`src/rtl/id_ex_stage_reg.sv`:
```
// -----------------------------------------------------------------------------
// id_ex_stage_reg
//   ID/EX pipeline register with load-use hazard detection.
//   Captures the decoded operands, register addresses and controls of the ID
//   instruction on every rising CLK edge. When the instruction in EX is a load
//   whose destination (rt) is a source of the ID instruction, PC and IF/ID are
//   held for one cycle and a bubble is written into EX. A Flush from a taken
//   branch/jump also turns the register into a bubble.
//
// Ports
//   CLK, Reset            clock (rising edge), synchronous active-high reset
//   Flush                 squash the instruction entering EX
//   ID_*                  decoded instruction fields from the ID stage
//   EX_*                  registered copies of the ID_* fields, plus EX_valid
//   PCWre, IF_ID_Wre      0 = hold PC / IF/ID this cycle
//   LoadUseStall          combinational load-use detect
//   StallCount            saturating count of inserted load-use bubbles
// -----------------------------------------------------------------------------
module id_ex_stage_reg #(
    parameter int DATA_W  = 32,
    parameter int REG_AW  = 5,
    parameter int ALUOP_W = 3
) (
    input  logic               CLK,
    input  logic               Reset,
    input  logic               Flush,
    input  logic               ID_valid,
    input  logic [DATA_W-1:0]  ID_PC4,
    input  logic [DATA_W-1:0]  ID_ReadData1,
    input  logic [DATA_W-1:0]  ID_ReadData2,
    input  logic [DATA_W-1:0]  ID_Imm,
    input  logic [REG_AW-1:0]  ID_rs,
    input  logic [REG_AW-1:0]  ID_rt,
    input  logic [REG_AW-1:0]  ID_rd,
    input  logic               ID_UsesRt,
    input  logic               ID_RegWre,
    input  logic               ID_mRD,
    input  logic               ID_mWR,
    input  logic               ID_ALUSrcA,
    input  logic               ID_ALUSrcB,
    input  logic               ID_DBDataSrc,
    input  logic [1:0]         ID_RegDst,
    input  logic [ALUOP_W-1:0] ID_ALUOp,
    output logic               EX_valid,
    output logic [DATA_W-1:0]  EX_PC4,
    output logic [DATA_W-1:0]  EX_ReadData1,
    output logic [DATA_W-1:0]  EX_ReadData2,
    output logic [DATA_W-1:0]  EX_Imm,
    output logic [REG_AW-1:0]  EX_rs,
    output logic [REG_AW-1:0]  EX_rt,
    output logic [REG_AW-1:0]  EX_rd,
    output logic               EX_UsesRt,
    output logic               EX_RegWre,
    output logic               EX_mRD,
    output logic               EX_mWR,
    output logic               EX_ALUSrcA,
    output logic               EX_ALUSrcB,
    output logic               EX_DBDataSrc,
    output logic [1:0]         EX_RegDst,
    output logic [ALUOP_W-1:0] EX_ALUOp,
    output logic               PCWre,
    output logic               IF_ID_Wre,
    output logic               LoadUseStall,
    output logic [15:0]        StallCount
);

    typedef struct packed {
        logic               valid;
        logic [DATA_W-1:0]  pc4;
        logic [DATA_W-1:0]  read_data1;
        logic [DATA_W-1:0]  read_data2;
        logic [DATA_W-1:0]  imm;
        logic [REG_AW-1:0]  rs;
        logic [REG_AW-1:0]  rt;
        logic [REG_AW-1:0]  rd;
        logic               uses_rt;
        logic               reg_wre;
        logic               m_rd;
        logic               m_wr;
        logic               alu_src_a;
        logic               alu_src_b;
        logic               db_data_src;
        logic [1:0]         reg_dst;
        logic [ALUOP_W-1:0] alu_op;
    } ex_t;

    ex_t         ex_q, ex_d;
    logic [15:0] stall_count_q, stall_count_d;
    logic        load_use_stall;

    // Loads always write rt, so only EX_rt is compared; reg 0 never hazards.
    always_comb begin
        load_use_stall = ex_q.valid & ex_q.m_rd & ex_q.reg_wre & ID_valid
                       & (ex_q.rt != '0)
                       & ((ex_q.rt == ID_rs) | (ID_UsesRt & (ex_q.rt == ID_rt)));
    end

    always_comb begin
        ex_d             = '0;
        ex_d.valid       = ID_valid;
        ex_d.pc4         = ID_PC4;
        ex_d.read_data1  = ID_ReadData1;
        ex_d.read_data2  = ID_ReadData2;
        ex_d.imm         = ID_Imm;
        ex_d.rs          = ID_rs;
        ex_d.rt          = ID_rt;
        ex_d.rd          = ID_rd;
        ex_d.uses_rt     = ID_UsesRt;
        if (ID_valid) begin
            ex_d.reg_wre     = ID_RegWre;
            ex_d.m_rd        = ID_mRD;
            ex_d.m_wr        = ID_mWR;
            ex_d.alu_src_a   = ID_ALUSrcA;
            ex_d.alu_src_b   = ID_ALUSrcB;
            ex_d.db_data_src = ID_DBDataSrc;
            ex_d.reg_dst     = ID_RegDst;
            ex_d.alu_op      = ID_ALUOp;
        end
        // A bubble clears addresses too, so it can never match a forwarding
        // compare downstream.
        if (Flush || load_use_stall) begin
            ex_d = '0;
        end
    end

    // A flush already bubbles EX, so the coincident stall is not a new bubble.
    always_comb begin
        stall_count_d = stall_count_q;
        if (load_use_stall && !Flush && (stall_count_q != 16'hFFFF)) begin
            stall_count_d = stall_count_q + 16'd1;
        end
    end

    always_ff @(posedge CLK) begin
        if (Reset) begin
            ex_q          <= '0;
            stall_count_q <= '0;
        end else begin
            ex_q          <= ex_d;
            stall_count_q <= stall_count_d;
        end
    end

    assign EX_valid     = ex_q.valid;
    assign EX_PC4       = ex_q.pc4;
    assign EX_ReadData1 = ex_q.read_data1;
    assign EX_ReadData2 = ex_q.read_data2;
    assign EX_Imm       = ex_q.imm;
    assign EX_rs        = ex_q.rs;
    assign EX_rt        = ex_q.rt;
    assign EX_rd        = ex_q.rd;
    assign EX_UsesRt    = ex_q.uses_rt;
    assign EX_RegWre    = ex_q.reg_wre;
    assign EX_mRD       = ex_q.m_rd;
    assign EX_mWR       = ex_q.m_wr;
    assign EX_ALUSrcA   = ex_q.alu_src_a;
    assign EX_ALUSrcB   = ex_q.alu_src_b;
    assign EX_DBDataSrc = ex_q.db_data_src;
    assign EX_RegDst    = ex_q.reg_dst;
    assign EX_ALUOp     = ex_q.alu_op;

    // Flush does not hold fetch; the redirect is handled upstream.
    assign LoadUseStall = load_use_stall;
    assign PCWre        = ~load_use_stall;
    assign IF_ID_Wre    = ~load_use_stall;
    assign StallCount   = stall_count_q;

endmodule

```
`config.mk`:
```
export PLATFORM = sky130hd
export DESIGN_NAME = id_ex_stage_reg
export DESIGN_NICKNAME = d
export VERILOG_FILES = /design/src/rtl/id_ex_stage_reg.sv
export SDC_FILE = /design/constraint.sdc
export NUM_CORES = 1
export LEC_CHECK = 0
export CAP_MARGIN = 20
export CORE_MARGIN = 5
export CORE_UTILIZATION = 36
export DETAILED_ROUTE_END_ITERATION = 10
export PLACE_DENSITY = 0.88
export REMOVE_ABC_BUFFERS = 1
export SYNTH_ARGS = -nofsm -noshare
export SYNTH_HDL_FRONTEND = slang
export SYNTH_SLANG_ARGS = --single-unit
```
`constraint.sdc`:
```
create_clock -name CLK -period 2.01 [get_ports CLK]
set_input_delay 0.201 -clock CLK [delete_from_list [all_inputs] [get_ports CLK]]
set_output_delay 0.201 -clock CLK [all_outputs]
set_load 0.02 [all_outputs]
```
==> results of run 1 <==
## critical path: cells and delay by family (launching register included)
family | cells | cell delay [ps]
and+or+nand+nor | 2 | 300
xor gates and xnor gates | 1 | 190
AOI/OAI and AO/OA | 1 | 200
buffers and inverters | 2 | 290
DFF | 1 | 360
## cell families (layout without fill, tap and decap cells)
logic type,Yosys count,count (layout),share of synthesized area [%]
buf+inv,26,383,3.14
simple gates,211,211,24.8
xor+xnor,13,13,2.18
compound gates,27,27,3.55
fa+ha+maj,1,1,0.240
flops,172,172,66.0
## area by class of cell
type,instances,share of cell area (%)
Timing Repair Buffer,349,37.1
Clock buffer,18,4.65
Inverter,2,0.0795
Multi-Input combinational cell,252,17.5
Sequential cell,172,36.5
Tap cell,184,2.44
Clock inverter,14,1.68
## metal layers
| metal | share of wire [%] | global-route usage, % |
|---|---|---|
| met1 | 32 | 17.8 |
| met2 | 52 | 34.3 |
| met3 | 13 | 11.0 |
| met4 | 2.2 | 7.44 |
| met5 | 0.041 | 0 |
## power breakdown
group,switching [mW],internal (mW),leakage [nW]
combinational,0.353,0.561,1.96
clock,1.40,1.89,0.287
sequential,0.0410,3.53,1.41
total,1.80,5.98,3.65
## synthesized netlist by cell type (all sizes together)
cell	instances
and3	13
a21oi	12
ha	1
a311oi	1
a31oi	1
nor2b	1
o31ai	3
nand2	10
or3	6
xnor2	10
xor2	3
and4	1
buf	19
clkbuf	5
or4	4
nand4	5
nand3	11
nor3	3
and2	146
dfxtp	172
o21ai	8
or2	3
inv	2
o22ai	1
nor2	8
a41oi	1
## final timing paths
kind	slack (ps)	depth (start not counted)	endpoint
setup reg to reg	120	7	StallCount[15]
setup / recovery	40	6	PCWre
hold / removal	320	2	EX_Imm[26]
hold reg to reg	520	2	StallCount[1]
## state kept, by name, summed over array words and instances (netlist names), 2 cells and up
name,count
EX_rt,5
EX_rd,5
EX_PC4,32
EX_ReadData1,32
EX_ReadData2,32
EX_Imm,32
EX_ALUOp,3
StallCount,16
EX_RegDst,2
EX_rs,5
## metrics by stage
stage          total power, mW  TNS [ps]
6_report                  7.78         0
5_1_grt                   8.07      -164
4_1_cts                   7.84         0
3_5_place_dp              4.54    -25750
3_3_place_gp              4.52    -24290
2_1_floorplan             3.92   -184000
## timing repair
item                                    in CTS  in global routing
endpoints found under the setup margin       3                  6
pin swaps                                    1                  2
buffers inserted                             0                  1
resized for setup                           15                  6
cloned                                       0                  1
==> metrics, run 1 <==
Post-Route Skew=10.5 ps; Setup violations, final=0; Final #Nets=954; Design Area, Final=9440 um2; max_cap viols=0; top-level I/O count=334; worst vdd ir=0.601 mV; initial antenna violation count=1; Post-route DRC=0; CTS root buffer=clkbuf_16; most common cell after layout, fill and taps aside=clkdlybuf4s50_1; synth unique cells=35; sequential cell area=3450 um2; Mean Syn Cell Area=about 12 um2; CP max-delay cell=dfxtp_2; Synth top area share=66.0%; HP Start=ID_Imm[26]; CTS tree=done; clk sinks=~170; final worst slack=roughly 44 ps; Detailed Place HPWL=13.0 mm; num rows=44; Vias=4358; worst-path maximum fanout=4; vias in the first global route=~4400; final critical-path required period=between 1500 and 2000 ps; Placer Congestion=just over 0.8; FMAX=roughly 510 MHz; Arr. time, crit path=1770 ps; status=finished, final reports clean; crit path launch type=flop; Initial Utilization=36.3%; fill cell count=1063; Critical Path RT=1810 ps; placed insts=957; leading area contributor after synthesis=dfxtp_1; post-DR vias/cell=4.40; post-synthesis register bit count=172; gate count after technology mapping=450; DR WL/cell=17.3 um; commonest cells after routing, fill and taps aside=clkdlybuf4s50_1, dfxtp_1, and2_1; H-tree levels=4; clk buf depth=2; reg-to-reg critical path startpoint=StallCount[0]; Congestion Overflow GR=0; n_diodes=0; WHS=approximately 320 ps; YS warnings=0; Tcrit/Tclk final=between 90 and 100%; sequential fraction of the synthesis area=66.0%; final wirelength=17.2 mm; largest net degree at the start of global routing=84; hold_buf cts=0; DRT iter0 DRCs=roughly 210; footprint of the multi-input gates=1650 um2; CP startpoint=EX_rt[3]; pin slew with the least headroom to its limit=304 ps; DP Worst Slack=-208 ps; cell area after placement=about 8800 um2; iteration count of the initial detailed-routing pass=5; chip height=130 um; final std cells w/o fill=991; IO Port Bufs=333; Leak=3.65 nW; CTS Buf Count=17; pwr dens=roughly 820 nW/um2; worst setup path class=reg -> out; max_slew headroom=approximately 80%; layout cell share with drive strength beyond 1=between 8 and 9%; P&R area growth vs syn=81.1%; die width=130 um; die area=approximately 17000 um2; synthesized area=5210 um2; unrepaired setup endpoints after global routing=yes; Tot GR Track Use=19.1%; Layout Utilization=roughly two thirds; endpoint class of the critical path=primary output; first-pass GRT wire length=23.9 mm; CP peak stage delay=360 ps; synth top area cells=dfxtp_1, and2_1, xnor2_1; number of hold violations in the final report=0; Hold Path Class=in -> reg; core area=14400 um2; Clock Latency Late Sink=430 ps; CP cell instances=xnor2_2, nand3_2, o22ai_4, and2_4, inv_1, clkdlybuf4s15_2; Worst-path clk slew=roughly 70 ps; fin. max-slew vios=0; Routed Antenna Nets=0
(Power assumes the default switching activity.)
==> run 2, diff against run 1 <==
--- a/config.mk
+++ b/config.mk
@@ -8,9 +8,11 @@
 export CAP_MARGIN = 20
 export CORE_MARGIN = 5
 export CORE_UTILIZATION = 36
+export CTS_CLUSTER_DIAMETER = 40
 export DETAILED_ROUTE_END_ITERATION = 10
 export PLACE_DENSITY = 0.88
 export REMOVE_ABC_BUFFERS = 1
+export SKIP_CTS_REPAIR_TIMING = 1
 export SYNTH_ARGS = -nofsm -noshare
 export SYNTH_HDL_FRONTEND = slang
 export SYNTH_SLANG_ARGS = --single-unit
==> metrics, run 2 (same netlist as run 1, synthesis figures left out) <==
status=finished, final reports clean (unchanged); CTS tree=done (unchanged); die area=17000 um2 (unchanged); worst-path maximum fanout=4 (unchanged); core area=14400 um2 (unchanged); Tot GR Track Use=19.0% (was 19.1%); Placer Congestion=0.828 (unchanged); Leak=3.65 nW (about the same); die width=130 um (unchanged); chip height=130 um (unchanged); switch share=23.1% (about the same); Arr. time, crit path=1710 ps (was 1770 ps); crit path launch type=flop (unchanged); Final #Nets=954 (unchanged); Clock Latency Late Sink=430 ps (about the same); final critical-path required period=1910 ps (was 1970 ps); H-tree levels=4 (unchanged); n_diodes=0 (unchanged); worst vdd ir=0.601 mV (about the same); number of hold violations in the final report=0 (unchanged); num rows=44 (unchanged); Vias=4345 (was 4358); Tcrit/Tclk final=95.1% (was 97.8%); unrepaired setup endpoints after global routing=yes (unchanged); sequential cell area=3450 um2 (unchanged); pwr dens=825 nW/um2 (was 824 nW/um2); max_cap viols=0 (unchanged); final wirelength=17.0 mm (was 17.2 mm); Sw Pwr=1.80 mW (about the same); CTS Buf Count=17 (unchanged); worst setup path class=reg -> out (unchanged); IO Port Bufs=333 (unchanged); Setup TNS=0 ps (unchanged); layout cell share with drive strength beyond 1=7.93% (was 8.92%); P&R area growth vs syn=80.6% (was 81.1%); FMAX=523 MHz (was 509 MHz); Detailed Place HPWL=13.0 mm (unchanged); Setup violations, final=0 (unchanged); Post-route DRC=0 (unchanged); Layout Utilization=65.5% (was 65.7%); Routed Antenna Nets=0 (unchanged); Initial Utilization=36.3% (unchanged); Int Pwr=5.98 mW (about the same); clock share of power=42.4% (was 42.3%); Post-Route Skew=9.80 ps (was 10.5 ps); Worst-path clk slew=70 ps (about the same); footprint of the multi-input gates=1610 um2 (was 1650 um2); clk sinks=172 (unchanged); most common cell after layout, fill and taps aside=clkdlybuf4s50_1 (unchanged); fill cell count=1068 (was 1063); Critical Path RT=1810 ps (about the same); top-level I/O count=334 (unchanged); iteration count of the initial detailed-routing pass=5 (unchanged); post-DR vias/cell=4.38 (was 4.40); clk buf depth=2 (unchanged); max_slew headroom=79.6% (about the same); initial antenna violation count=1 (unchanged); vias in the first global route=4407 (was 4416); endpoint class of the critical path=primary output (unchanged); DR WL/cell=17.2 um (was 17.3 um); Comb power frac=11.7% (was 11.8%); sequential power share=45.9% (about the same); first-pass GRT wire length=23.9 mm (about the same); CTS root buffer=clkbuf_16 (unchanged); largest net degree at the start of global routing=84 (unchanged); Congestion Overflow GR=0 (unchanged); commonest cells after routing, fill and taps aside=clkdlybuf4s50_1, dfxtp_1, and2_1 (unchanged); Hold Path Class=in -> reg (unchanged); pin slew with the least headroom to its limit=305 ps (was 304 ps); DRT iter0 DRCs=248 (was 208); fin. max-slew vios=0 (unchanged)
[run 2: area by class of cell]
| class | instances | area share (%) |
|---|---|---|
| inverters | 2 | 0.0797 |
| clock inverters | 14 | 1.69 |
| clock buffers | 18 | 4.66 |
| flip-flops and latches | 172 | 36.6 |
| repair buffers | 349 | 37.3 |
| multi-input cells | 252 | 17.1 |
| well taps | 184 | 2.45 |
[run 2: routing by layer]
layer	vias to the layer above	global-route usage [%]	wire length (um)
li1	2128	-	-
met1	1971	17.7	5470
met2	208	34.3	8900
met3	36	11.0	2240
met4	2	7.44	399
met5	-	0	7
[run 2: critical path: stages, from the launching register on]
cell and delay [ps]:
dfxtp_2 340, xnor2_1 180, nand3_1 150, o22ai_4 200, and2_4 170, inv_1 40, dlymetal6s2s_1 200
[run 2: stage by stage]
| stage | power (mW) | cells | instance area, um2 | hold slack [ps] | setup slack [ps] |
|---|---|---|---|---|---|
| 2_1_floorplan | 3.92 | 426 | 5060 | 270 | -1210 |
| 3_3_place_gp | 4.52 | 957 | 8750 | 493 | -180 |
| 3_5_place_dp | 4.54 | 957 | 8750 | 510 | -208 |
| 6_report | 7.77 | 991 | 9420 | 324 | 99.4 |
| 4_1_cts | 7.84 | 989 | 9350 | 309 | -375 |
| 5_1_grt | 8.06 | 991 | 9420 | 318 | -18.1 |
[run 2: power by group through the flow]
stage	sequential (mW)	clock, mW	combinational [mW]
after floorplan	3.80	0	0.124
after global placement	3.64	0	0.884
after detailed placement	3.65	0	0.896
after CTS	3.57	3.37	0.903
after global routing	3.58	3.52	0.960
final	3.57	3.29	0.907
[run 2: path summary, 6_finish.rpt]
kind	startpoint	to	slack (ps)	cells past startpoint
max reg2reg	StallCount[0]	StallCount[13]	130	7
max	EX_rt[4]	IF_ID_Wre	100	6
min reg2reg	StallCount[4]	StallCount[4]	520	2
min	ID_Imm[26]	EX_Imm[26]	320	2
==> run 3, diff against run 2 <==
--- a/config.mk
+++ b/config.mk
@@ -12,7 +12,8 @@
 export DETAILED_ROUTE_END_ITERATION = 10
 export PLACE_DENSITY = 0.88
 export REMOVE_ABC_BUFFERS = 1
-export SKIP_CTS_REPAIR_TIMING = 1
+export SLEW_MARGIN = 20
 export SYNTH_ARGS = -nofsm -noshare
 export SYNTH_HDL_FRONTEND = slang
 export SYNTH_SLANG_ARGS = --single-unit
+export TNS_END_PERCENT = 100
==> results of run 3 <==
The final DEF is identical to that of run 1; final timing and power are the same.
